<file path="config.mk">
export PLATFORM = sky130hd
export DESIGN_NAME = dsp_frame_sequencer_flat
export DESIGN_NICKNAME = d
export VERILOG_FILES = /design/src/rtl/dsp_frame_sequencer_if.sv /design/src/rtl/dsp_frame_sequencer.sv /design/src/flat_wrapper.sv
export SDC_FILE = /design/constraint.sdc
export NUM_CORES = 1
export LEC_CHECK = 0
export CAP_MARGIN = 0
export CORE_UTILIZATION = 55
export CTS_CLUSTER_SIZE = 28
export DETAILED_ROUTE_END_ITERATION = 16
export DONT_BUFFER_PORTS = 1
export PLACE_DENSITY = 0.7
export SYNTH_ARGS = -nofsm -noshare
export SYNTH_HDL_FRONTEND = slang
export SYNTH_SLANG_ARGS = --single-unit
</file>
<file path="constraint.sdc">
create_clock -name clkDSP_i -period 5.7 [get_ports clkDSP_i]
set_clock_uncertainty 0.05 [all_clocks]
set_input_delay 1.14 -clock clkDSP_i [delete_from_list [all_inputs] [get_ports clkDSP_i]]
set_output_delay 1.14 -clock clkDSP_i [all_outputs]
set_load 0.05 [all_outputs]
</file>
<file path="src/rtl/dsp_frame_sequencer_if.sv">
// dsp_frame_sequencer_if: CDC packet input, DSP core handshake and status bundle for the frame sequencer.
interface dsp_frame_sequencer_if #(
  parameter int PKT_WIDTH = 16,
  parameter int CNT_WIDTH = 16
);
  logic [PKT_WIDTH-1:0] pktDSP_i;
  logic                 pktChangedDSP_i;
  logic                 syncLeft_i;
  logic                 doneDSP_i;
  logic                 clrFlags_i;
  logic [PKT_WIDTH-1:0] sampleL_o;
  logic [PKT_WIDTH-1:0] sampleR_o;
  logic                 startDSP_o;
  logic                 busy_o;
  logic                 overrun_o;
  logic                 timeout_o;
  logic [CNT_WIDTH-1:0] frameCnt_o;
  modport master (
    output pktDSP_i, pktChangedDSP_i, syncLeft_i, doneDSP_i, clrFlags_i,
    input  sampleL_o, sampleR_o, startDSP_o, busy_o, overrun_o, timeout_o, frameCnt_o
  );
  modport slave (
    input  pktDSP_i, pktChangedDSP_i, syncLeft_i, doneDSP_i, clrFlags_i,
    output sampleL_o, sampleR_o, startDSP_o, busy_o, overrun_o, timeout_o, frameCnt_o
  );
endinterface

</file>
<file path="src/rtl/dsp_frame_sequencer.sv">
// dsp_frame_sequencer: pairs L/R packets into stereo frames and hands one frame at a time to the DSP core.
module dsp_frame_sequencer #(
  parameter int PKT_WIDTH   = 16,
  parameter int TIMEOUT_CYC = 128,
  parameter int CNT_WIDTH   = 16
) (
  input logic                 clkDSP_i,
  input logic                 rstDSP_n_i,
  dsp_frame_sequencer_if.slave bus
);
  localparam int TW = (TIMEOUT_CYC > 2) ? $clog2(TIMEOUT_CYC) : 1;
  localparam logic [TW-1:0] LAST = TW'(TIMEOUT_CYC - 1);
  localparam logic [1:0] IDLE  = 2'd0;
  localparam logic [1:0] ISSUE = 2'd1;
  localparam logic [1:0] BUSY  = 2'd2;

  logic [1:0]           state_q, state_d;
  logic [TW-1:0]        timer_q, timer_d;
  logic                 expect_r_q, expect_r_d;
  logic                 pair_ready_q, pair_ready_d;
  logic [PKT_WIDTH-1:0] stage_l_q, stage_l_d;
  logic [PKT_WIDTH-1:0] pend_l_q, pend_l_d;
  logic [PKT_WIDTH-1:0] pend_r_q, pend_r_d;
  logic [PKT_WIDTH-1:0] sample_l_q, sample_l_d;
  logic [PKT_WIDTH-1:0] sample_r_q, sample_r_d;
  logic                 start_q, start_d;
  logic                 overrun_q, overrun_d;
  logic                 timeout_q, timeout_d;
  logic [CNT_WIDTH-1:0] cnt_q, cnt_d;
  logic                 exp_eff, complete, consume, timeout_hit;

  // A resync forces the current packet (if any) to be treated as Left.
  always_comb begin
    exp_eff      = expect_r_q & ~bus.syncLeft_i;
    complete     = bus.pktChangedDSP_i & exp_eff;
    consume      = (state_q == IDLE) & pair_ready_q;
    timeout_hit  = (state_q == BUSY) & ~bus.doneDSP_i & (timer_q == LAST);
    expect_r_d   = bus.pktChangedDSP_i ? ~exp_eff : exp_eff;
    stage_l_d    = (bus.pktChangedDSP_i & ~exp_eff) ? bus.pktDSP_i : stage_l_q;
    pend_l_d     = complete ? stage_l_q : pend_l_q;
    pend_r_d     = complete ? bus.pktDSP_i : pend_r_q;
    pair_ready_d = complete | (pair_ready_q & ~consume);
    overrun_d    = (complete & pair_ready_q & ~consume) | (overrun_q & ~bus.clrFlags_i);
    timeout_d    = timeout_hit | (timeout_q & ~bus.clrFlags_i);
    start_d      = consume;
    sample_l_d   = consume ? pend_l_q : sample_l_q;
    sample_r_d   = consume ? pend_r_q : sample_r_q;
    cnt_d        = cnt_q + CNT_WIDTH'(consume);
    timer_d      = (state_q == BUSY) ? timer_q + 1'b1 : '0;
    state_d      = consume ? ISSUE :
                   (state_q == ISSUE) ? BUSY :
                   ((state_q == BUSY) & (bus.doneDSP_i | timeout_hit)) ? IDLE : state_q;
  end

  always_ff @(posedge clkDSP_i or negedge rstDSP_n_i) begin
    if (!rstDSP_n_i) begin
      state_q      <= IDLE;
      timer_q      <= '0;
      expect_r_q   <= 1'b0;
      pair_ready_q <= 1'b0;
      stage_l_q    <= '0;
      pend_l_q     <= '0;
      pend_r_q     <= '0;
      sample_l_q   <= '0;
      sample_r_q   <= '0;
      start_q      <= 1'b0;
      overrun_q    <= 1'b0;
      timeout_q    <= 1'b0;
      cnt_q        <= '0;
    end else begin
      state_q      <= state_d;
      timer_q      <= timer_d;
      expect_r_q   <= expect_r_d;
      pair_ready_q <= pair_ready_d;
      stage_l_q    <= stage_l_d;
      pend_l_q     <= pend_l_d;
      pend_r_q     <= pend_r_d;
      sample_l_q   <= sample_l_d;
      sample_r_q   <= sample_r_d;
      start_q      <= start_d;
      overrun_q    <= overrun_d;
      timeout_q    <= timeout_d;
      cnt_q        <= cnt_d;
    end
  end

  assign bus.sampleL_o  = sample_l_q;
  assign bus.sampleR_o  = sample_r_q;
  assign bus.startDSP_o = start_q;
  assign bus.busy_o     = (state_q == ISSUE) | (state_q == BUSY);
  assign bus.overrun_o  = overrun_q;
  assign bus.timeout_o  = timeout_q;
  assign bus.frameCnt_o = cnt_q;
endmodule
</file>
<file path="src/flat_wrapper.sv">
// flat-port wrapper written by rule: the top's interface ports become plain ports
module dsp_frame_sequencer_flat 
#(
  parameter int PKT_WIDTH   = 16,
  parameter int TIMEOUT_CYC = 128,
  parameter int CNT_WIDTH   = 16
)
  (clkDSP_i, rstDSP_n_i, bus_pktDSP_i, bus_pktChangedDSP_i, bus_syncLeft_i, bus_doneDSP_i, bus_clrFlags_i, bus_sampleL_o, bus_sampleR_o, bus_startDSP_o, bus_busy_o, bus_overrun_o, bus_timeout_o, bus_frameCnt_o);
  dsp_frame_sequencer_if #(.PKT_WIDTH(PKT_WIDTH), .CNT_WIDTH(CNT_WIDTH)) bus_i ();
  input logic clkDSP_i;
  input logic rstDSP_n_i;
  input wire logic [$bits(bus_i.pktDSP_i)-1:0] bus_pktDSP_i;
  input wire logic [$bits(bus_i.pktChangedDSP_i)-1:0] bus_pktChangedDSP_i;
  input wire logic [$bits(bus_i.syncLeft_i)-1:0] bus_syncLeft_i;
  input wire logic [$bits(bus_i.doneDSP_i)-1:0] bus_doneDSP_i;
  input wire logic [$bits(bus_i.clrFlags_i)-1:0] bus_clrFlags_i;
  output wire logic [$bits(bus_i.sampleL_o)-1:0] bus_sampleL_o;
  output wire logic [$bits(bus_i.sampleR_o)-1:0] bus_sampleR_o;
  output wire logic [$bits(bus_i.startDSP_o)-1:0] bus_startDSP_o;
  output wire logic [$bits(bus_i.busy_o)-1:0] bus_busy_o;
  output wire logic [$bits(bus_i.overrun_o)-1:0] bus_overrun_o;
  output wire logic [$bits(bus_i.timeout_o)-1:0] bus_timeout_o;
  output wire logic [$bits(bus_i.frameCnt_o)-1:0] bus_frameCnt_o;
  assign bus_i.pktDSP_i = bus_pktDSP_i;
  assign bus_i.pktChangedDSP_i = bus_pktChangedDSP_i;
  assign bus_i.syncLeft_i = bus_syncLeft_i;
  assign bus_i.doneDSP_i = bus_doneDSP_i;
  assign bus_i.clrFlags_i = bus_clrFlags_i;
  assign bus_sampleL_o = bus_i.sampleL_o;
  assign bus_sampleR_o = bus_i.sampleR_o;
  assign bus_startDSP_o = bus_i.startDSP_o;
  assign bus_busy_o = bus_i.busy_o;
  assign bus_overrun_o = bus_i.overrun_o;
  assign bus_timeout_o = bus_i.timeout_o;
  assign bus_frameCnt_o = bus_i.frameCnt_o;
  dsp_frame_sequencer #(.PKT_WIDTH(PKT_WIDTH), .TIMEOUT_CYC(TIMEOUT_CYC), .CNT_WIDTH(CNT_WIDTH)) u_core (.clkDSP_i(clkDSP_i), .rstDSP_n_i(rstDSP_n_i), .bus(bus_i));
endmodule
</file>
==> impl_metrics.ini, run 1 <==
[critical_path]
slowest_stage = ha_1
slowest_delay_ps = 580
crit_arrival_ps = 1390
critPathBufInv = 1
path_cells = inv_1, ha_1
startpoint = u_core.state_q[0]
crit_fanout = 3
crit_path_end_kind = output pin
crit_required_ps = 4510
r2r-start = u_core.state_q[0]
cp_top_family = adder cells
critPathKind = register to output pin
start_kind = register

[logic_synthesis]
synth_nets = 317
ys.warnings.count = 0
ys_async_sr_fraction_pct = 100.0
seq_area_frac_synth_pct = 63.33
synth.area.top_cells = dfrtp_1, mux2_2, xor2_1
mappedNetlistArea_mm2 = 0.004347
synth_cell_types = 27
synthDominantCellAreaShare_pct = 63.33
synth-seq-cells = 110
synth-edff-count = 0
ys.flop_type = dfrtp_1
synthTopCellsByCount = dfrtp_1, mux2_2, inv_1, xor2_1, buf_2
yosysTopAreaCell = dfrtp_1
yosysMostFrequentCell = dfrtp_1
netlist_instances = 287
syn_area_per_cell_um2 = 15.15

[timing]
finalSetupViolations = 0
maxSlewViolCount = 0
tns_ps = 0
tightest_slew_ps = 844.8
layout_setup_ws_ps = 3118
slew_headroom_pct = 43.68
period_minus_slack_ps = 2582
finalCritPeriodShare_pct = 45.30
rsz0062_at_grt = no
hold_viol_final = 0
fmax_ghz = 0.3872

[drt]
initialDrtViolationCount = 61
drt-vias-per-instance = 5.454
dr_total_vias = 2149
firstDrtPassIters = 4
wl_per_cell_um = 16.96
drc = 0
ant_nets = 0
drt-total-wl_um = 6682

[run]
cap_violations = 0

[cts]
clk_pin_slew_ps = 100
post-cts-setup-buffers = 0
clock_latency_ps = 350
cts.sinks = 110
root_buffer = clkbuf_8
cts_tree = built
cts_hold_buffers = 0
htree_levels = 3
cts_buffers = 9
cts_resized = 0
cts_buffer_depth = 2

[floorplanning]
initial_utilization_pct = 56.54
die-area_mm2 = 0.008263
die_h_um = 90.90
core_mm2 = 0.007687
fp-row-count = 32
boundaryPins = 74
die_w_um = 90.90

[placement]
io_buffers = 0
pre_cts_ws_ps = 3017
post_dp_cell_area_mm2 = 0.004439
hpwl_um = 4284
place.gp.congestion = 0.7492

[finish]
diodes = 0
drive_gt1_share_pct = 34.59
stdcell_area_mm2 = 0.004616
fin_util_pct = 60.04
fin_nets = 320
area_growth_pct = 6.189

[grt]
grt_overflow_total = 0
grt_max_degree = 111
grt_pass1_vias = 2269
grt_pass1_wl_um = 11240
track_usage_pct = 17.72
antenna_found_initial = 0

[power]
p_total_mw = 1.476
p_per_area_mw_per_mm2 = 319.7
p_leak_nw = 2.196
vdd_drop_max_mv = 0.1588

[worst_hold_path]
hold_path.class = primary input to asynchronous set/reset pin

[outcome]
status = finished, final reports clean
## layer usage
layer	GRT usage, %	part of all wire (%)	wire (um)	vias to the layer above
li1	-	-	-	996
met1	23.53	45	3035	1090
met2	27.21	47	3167	55
met3	4.630	5.7	384	8
met4	8.730	1.4	95	0
met5	0	0	0	-
## metrics by stage
| stage | instances | hold slack (ps) |
|---|---|---|
| after floorplan | 287 | 382.9 |
| after global placement | 381 | 396.8 |
| after detailed placement | 381 | 398.8 |
| after CTS | 394 | 396.4 |
| after global routing | 394 | 391.9 |
| final | 394 | 411.2 |
## placed cells by master (no fill, tap or decap), types with 2 or more instances in the layout
| master | Yosys | final |
|---|---|---|
| a21oi_1 | 2 | 2 |
| a32o_1 | 2 | 2 |
| clkbuf_8 | 0 | 10 |
| dfrtp_1 | 110 | 110 |
| ha_1 | 8 | 7 |
| inv_1 | 12 | 12 |
| mux2_2 | 80 | 80 |
| nand2_1 | 7 | 7 |
| nand3_1 | 5 | 5 |
| nand4_1 | 4 | 4 |
| nand4_4 | 2 | 2 |
| nor2_1 | 8 | 8 |
| nor3_1 | 4 | 4 |
| nor4_2 | 3 | 3 |
| o21ai_0 | 3 | 3 |
| or3_1 | 2 | 2 |
| xnor2_1 | 5 | 5 |
| xor2_1 | 12 | 12 |
## logic make-up after synthesis
| logic type | Yosys count | share of synthesized area (%) |
|---|---|---|
| DFF | 110 | 63.33 |
| muxes | 80 | 20.73 |
| and+or+nand+nor | 40 | 6.391 |
| buffers and inverters | 21 | 2.072 |
| xor gates and xnor gates | 17 | 3.425 |
| AOI/OAI and AO/OA | 11 | 1.756 |
| adders and majority gates | 8 | 2.303 |
## flip-flops by register name, summed over array words and instances, names as in the netlist
name / cells
u_core.state_q: 2
u_core.pend_r_q: 16
u_core.pair_ready_q: 1
u_core.bus.startDSP_o: 1
u_core.timer_q: 7
u_core.pend_l_q: 16
u_core.bus.sampleL_o: 16
u_core.stage_l_q: 16
u_core.bus.overrun_o: 1
u_core.expect_r_q: 1
u_core.bus.timeout_o: 1
u_core.bus.frameCnt_o: 16
u_core.bus.sampleR_o: 16
## worst paths after layout
check | to | slack (ps) | cells after the start
max in group asynchronous | u_core.bus.sampleR_o[5] | 5030 | 0
min in group clkDSP_i | u_core.timer_q[0] | 410 | 1
worst min register to register | u_core.timer_q[0] | 410 | 1
worst min-delay path | u_core.bus.frameCnt_o[10] | 410 | 0
worst max register to register | u_core.bus.frameCnt_o[14] | 3580 | 9
worst max-delay path | bus_busy_o | 3120 | 2
## area by class of cell
| type | count | area, um2 |
|---|---|---|
| fill | 612 | 3072 |
| inverter | 12 | 45.04 |
| clock buffer | 11 | 141.4 |
| multi-input combinational | 156 | 1506 |
| clock inverter | 2 | 35.03 |
| timing repair buffer | 1 | 7.507 |
| tap | 102 | 127.6 |
| sequential | 110 | 2753 |
## power breakdown
part           internal (mW)  leakage [nW]  switching [mW]  total, mW
sequential             0.876          1.41          0.0507      0.926
combinational         0.0792         0.692          0.0320      0.111
clock                  0.208        0.0911           0.230      0.438
## worst reg2reg max path: cells and delay by family (launching register included)
kind,cells,cell delay [ps]
fa+ha+maj,3,680
buf+inv,2,210
xor+xnor,1,170
simple gates,3,550
flops,1,400
Power figures use the tool's default switching activity.
==> run 2: changes to the inputs <==
--- a/config.mk
+++ b/config.mk
@@ -10,7 +10,7 @@
 export CTS_CLUSTER_SIZE = 28
 export DETAILED_ROUTE_END_ITERATION = 16
 export DONT_BUFFER_PORTS = 1
-export PLACE_DENSITY = 0.7
+export PLACE_DENSITY = 0.73
 export SYNTH_ARGS = -nofsm -noshare
 export SYNTH_HDL_FRONTEND = slang
 export SYNTH_SLANG_ARGS = --single-unit
==> constraint.sdc (replaced) <==
create_clock -name clkDSP_i -period 2.3 [get_ports clkDSP_i]
set_clock_uncertainty 0.05 [all_clocks]
set_input_delay 0.46 -clock clkDSP_i [delete_from_list [all_inputs] [get_ports clkDSP_i]]
set_output_delay 0.46 -clock clkDSP_i [all_outputs]
set_load 0.05 [all_outputs]
==> impl_metrics.ini, run 2 (synthesized netlist as in run 1, its figures left out) <==
[floorplanning]
fp-row-count = 32
core_mm2 = 0.007687
initial_utilization_pct = 56.54
boundaryPins = 74
die_h_um = 90.90
die_w_um = 90.90
die-area_mm2 = 0.008263

[finish]
stdcell_area_mm2 = 0.004726
fillers = 622
final_common_cell = dfrtp_1
diodes = 0
drive_gt1_share_pct = 37.09
fin_util_pct = 61.47
mostFrequentLayoutCells = dfrtp_1, mux2_2, inv_1, xor2_1, clkbuf_8
fin_nets = 328
area_growth_pct = 8.722

[power]
power_frac_comb_pct = 7.6
power_frac_seq_pct = 60.7
p_per_area_mw_per_mm2 = 799.3
sw_frac_of_total_pct = 21.12
internal_power_mw = 2.979
clkPwrFrac_pct = 31.7
net-switching-power_mw = 0.7979
vdd_drop_max_mv = 0.4149
p_leak_nw = 2.251
p_total_mw = 3.777

[critical_path]
ff2ff_setup_slack_ps = 200
path_cells = inv_1, ha_1, nand2_1, inv_1, ha_1, ha_1, nand4_1, nor3_2, xor2_1
crit_required_ps = 2520
critPathKind = register to register
slowest_stage = dfrtp_1
crit_arrival_ps = 2320
cp_common_cell = ha_1
slowest_delay_ps = 410
r2r-start = u_core.state_q[1]
crit_path_end_kind = register
crit_fanout = 3
start_kind = register
rr_endpoint = u_core.bus.frameCnt_o[12]
rr_worst_depth = 9

[drt]
drt-vias-per-instance = 5.589
initialDrtViolationCount = 51
firstDrtPassIters = 4
dr_total_vias = 2258
wl_per_cell_um = 17.22
drc = 0
ant_nets = 0
drt-total-wl_um = 6958

[cts]
root_buffer = clkbuf_8
cts_buffers = 9
post-cts-setup-buffers = 0
cts_buffer_depth = 2
cts_tree = built
htree_levels = 3
cts.sinks = 110
clk_pin_slew_ps = 100
clock_latency_ps = 350

[timing]
tns_ps = 0
finalCritPeriodShare_pct = 91.28
slew_headroom_pct = 44.13
period_minus_slack_ps = 2099
fmax_ghz = 0.4763
holdWs_ps = -265.4
maxSlewViolCount = 0
finalSetupViolations = 0
rsz0062_at_grt = yes
hold_viol_final = 110
tightest_slew_ps = 838.1

[placement]
place.gp.congestion = 0.7116
io_buffers = 0
hpwl_um = 4567
post_dp_cell_area_mm2 = 0.004512

[grt]
antenna_found_initial = 0
track_usage_pct = 18.58
grt_pass1_wl_um = 11960
grt_max_degree = 111
grt_overflow_total = 0
grt_pass1_vias = 2388

[worst_hold_path]
hold_path.class = primary input to asynchronous set/reset pin

[outcome]
status = finished, violations left
violations = hold timing

[run]
cap_violations = 0
==> run 2: critical path: cells and delay by family, from the launching register on <==
family | cells | cell delay [ps]
DFF | 1 | 410
buffers and inverters | 2 | 200
and+or+nand+nor | 3 | 520
adders and majority gates | 3 | 660
xor gates and xnor gates | 1 | 200
==> run 2: how the worst max path moves through the flow <==
stage                            startpoint                        end  slack [ps]  depth (start not counted)
after floorplan           u_core.state_q[1]  u_core.bus.frameCnt_o[14]         310                          9
after global placement    u_core.state_q[1]  u_core.bus.frameCnt_o[14]         340                          9
after detailed placement  u_core.state_q[1]  u_core.bus.frameCnt_o[12]         180                          9
after CTS                 u_core.state_q[1]  u_core.bus.frameCnt_o[12]         170                          9
after global routing      u_core.state_q[1]  u_core.bus.frameCnt_o[12]         -20                          9
final                     u_core.state_q[1]  u_core.bus.frameCnt_o[12]         200                          9
==> run 2: layout make-up <==
class / instances / area, um2 / share of cell area (%)
clock inverter: 4 / 72.57 / 1.536
inverter: 12 / 45.04 / 0.9531
sequential: 110 / 2753 / 58.25
multi-input combinational: 156 / 1516 / 32.09
tap: 102 / 127.6 / 2.701
timing repair buffer: 9 / 80.08 / 1.694
clock buffer: 11 / 131.4 / 2.780
==> run 2: per-layer routing <==
| layer | up-vias | part of all wire [%] | global-route usage [%] |
|---|---|---|---|
| met5 | - | 0 | 0 |
| met4 | 0 | 1.6 | 7.143 |
| met3 | 10 | 4.9 | 4.461 |
| met2 | 48 | 48 | 28.98 |
| met1 | 1177 | 46 | 25.40 |
| li1 | 1023 | - | - |
==> run 2: repair_timing <==
| action | 4_1_cts | 5_1_grt |
|---|---|---|
| endpoints found under the setup margin | 0 | 2 |
| gates resized for setup | 0 | 2 |
| hold endpoints to repair | 110 | 110 |
==> run 2: power groups by stage <==
stage / Sequential [mW] / Clock (mW) / Combinational (mW)
after detailed placement: 2.34 / 0 / 0.291
after global routing: 2.33 / 1.30 / 0.312
after floorplan: 2.29 / 0 / 0.254
after global placement: 2.32 / 0 / 0.276
final: 2.29 / 1.20 / 0.286
after CTS: 2.30 / 1.24 / 0.292
==> run 2: per-stage QoR <==
step | cells | setup slack (ps)
floorplan | 287 | 314.4
global placement | 389 | 335.8
detailed placement | 389 | 177.5
CTS | 404 | 174.7
global route | 404 | -20.73
finish | 404 | 200.6
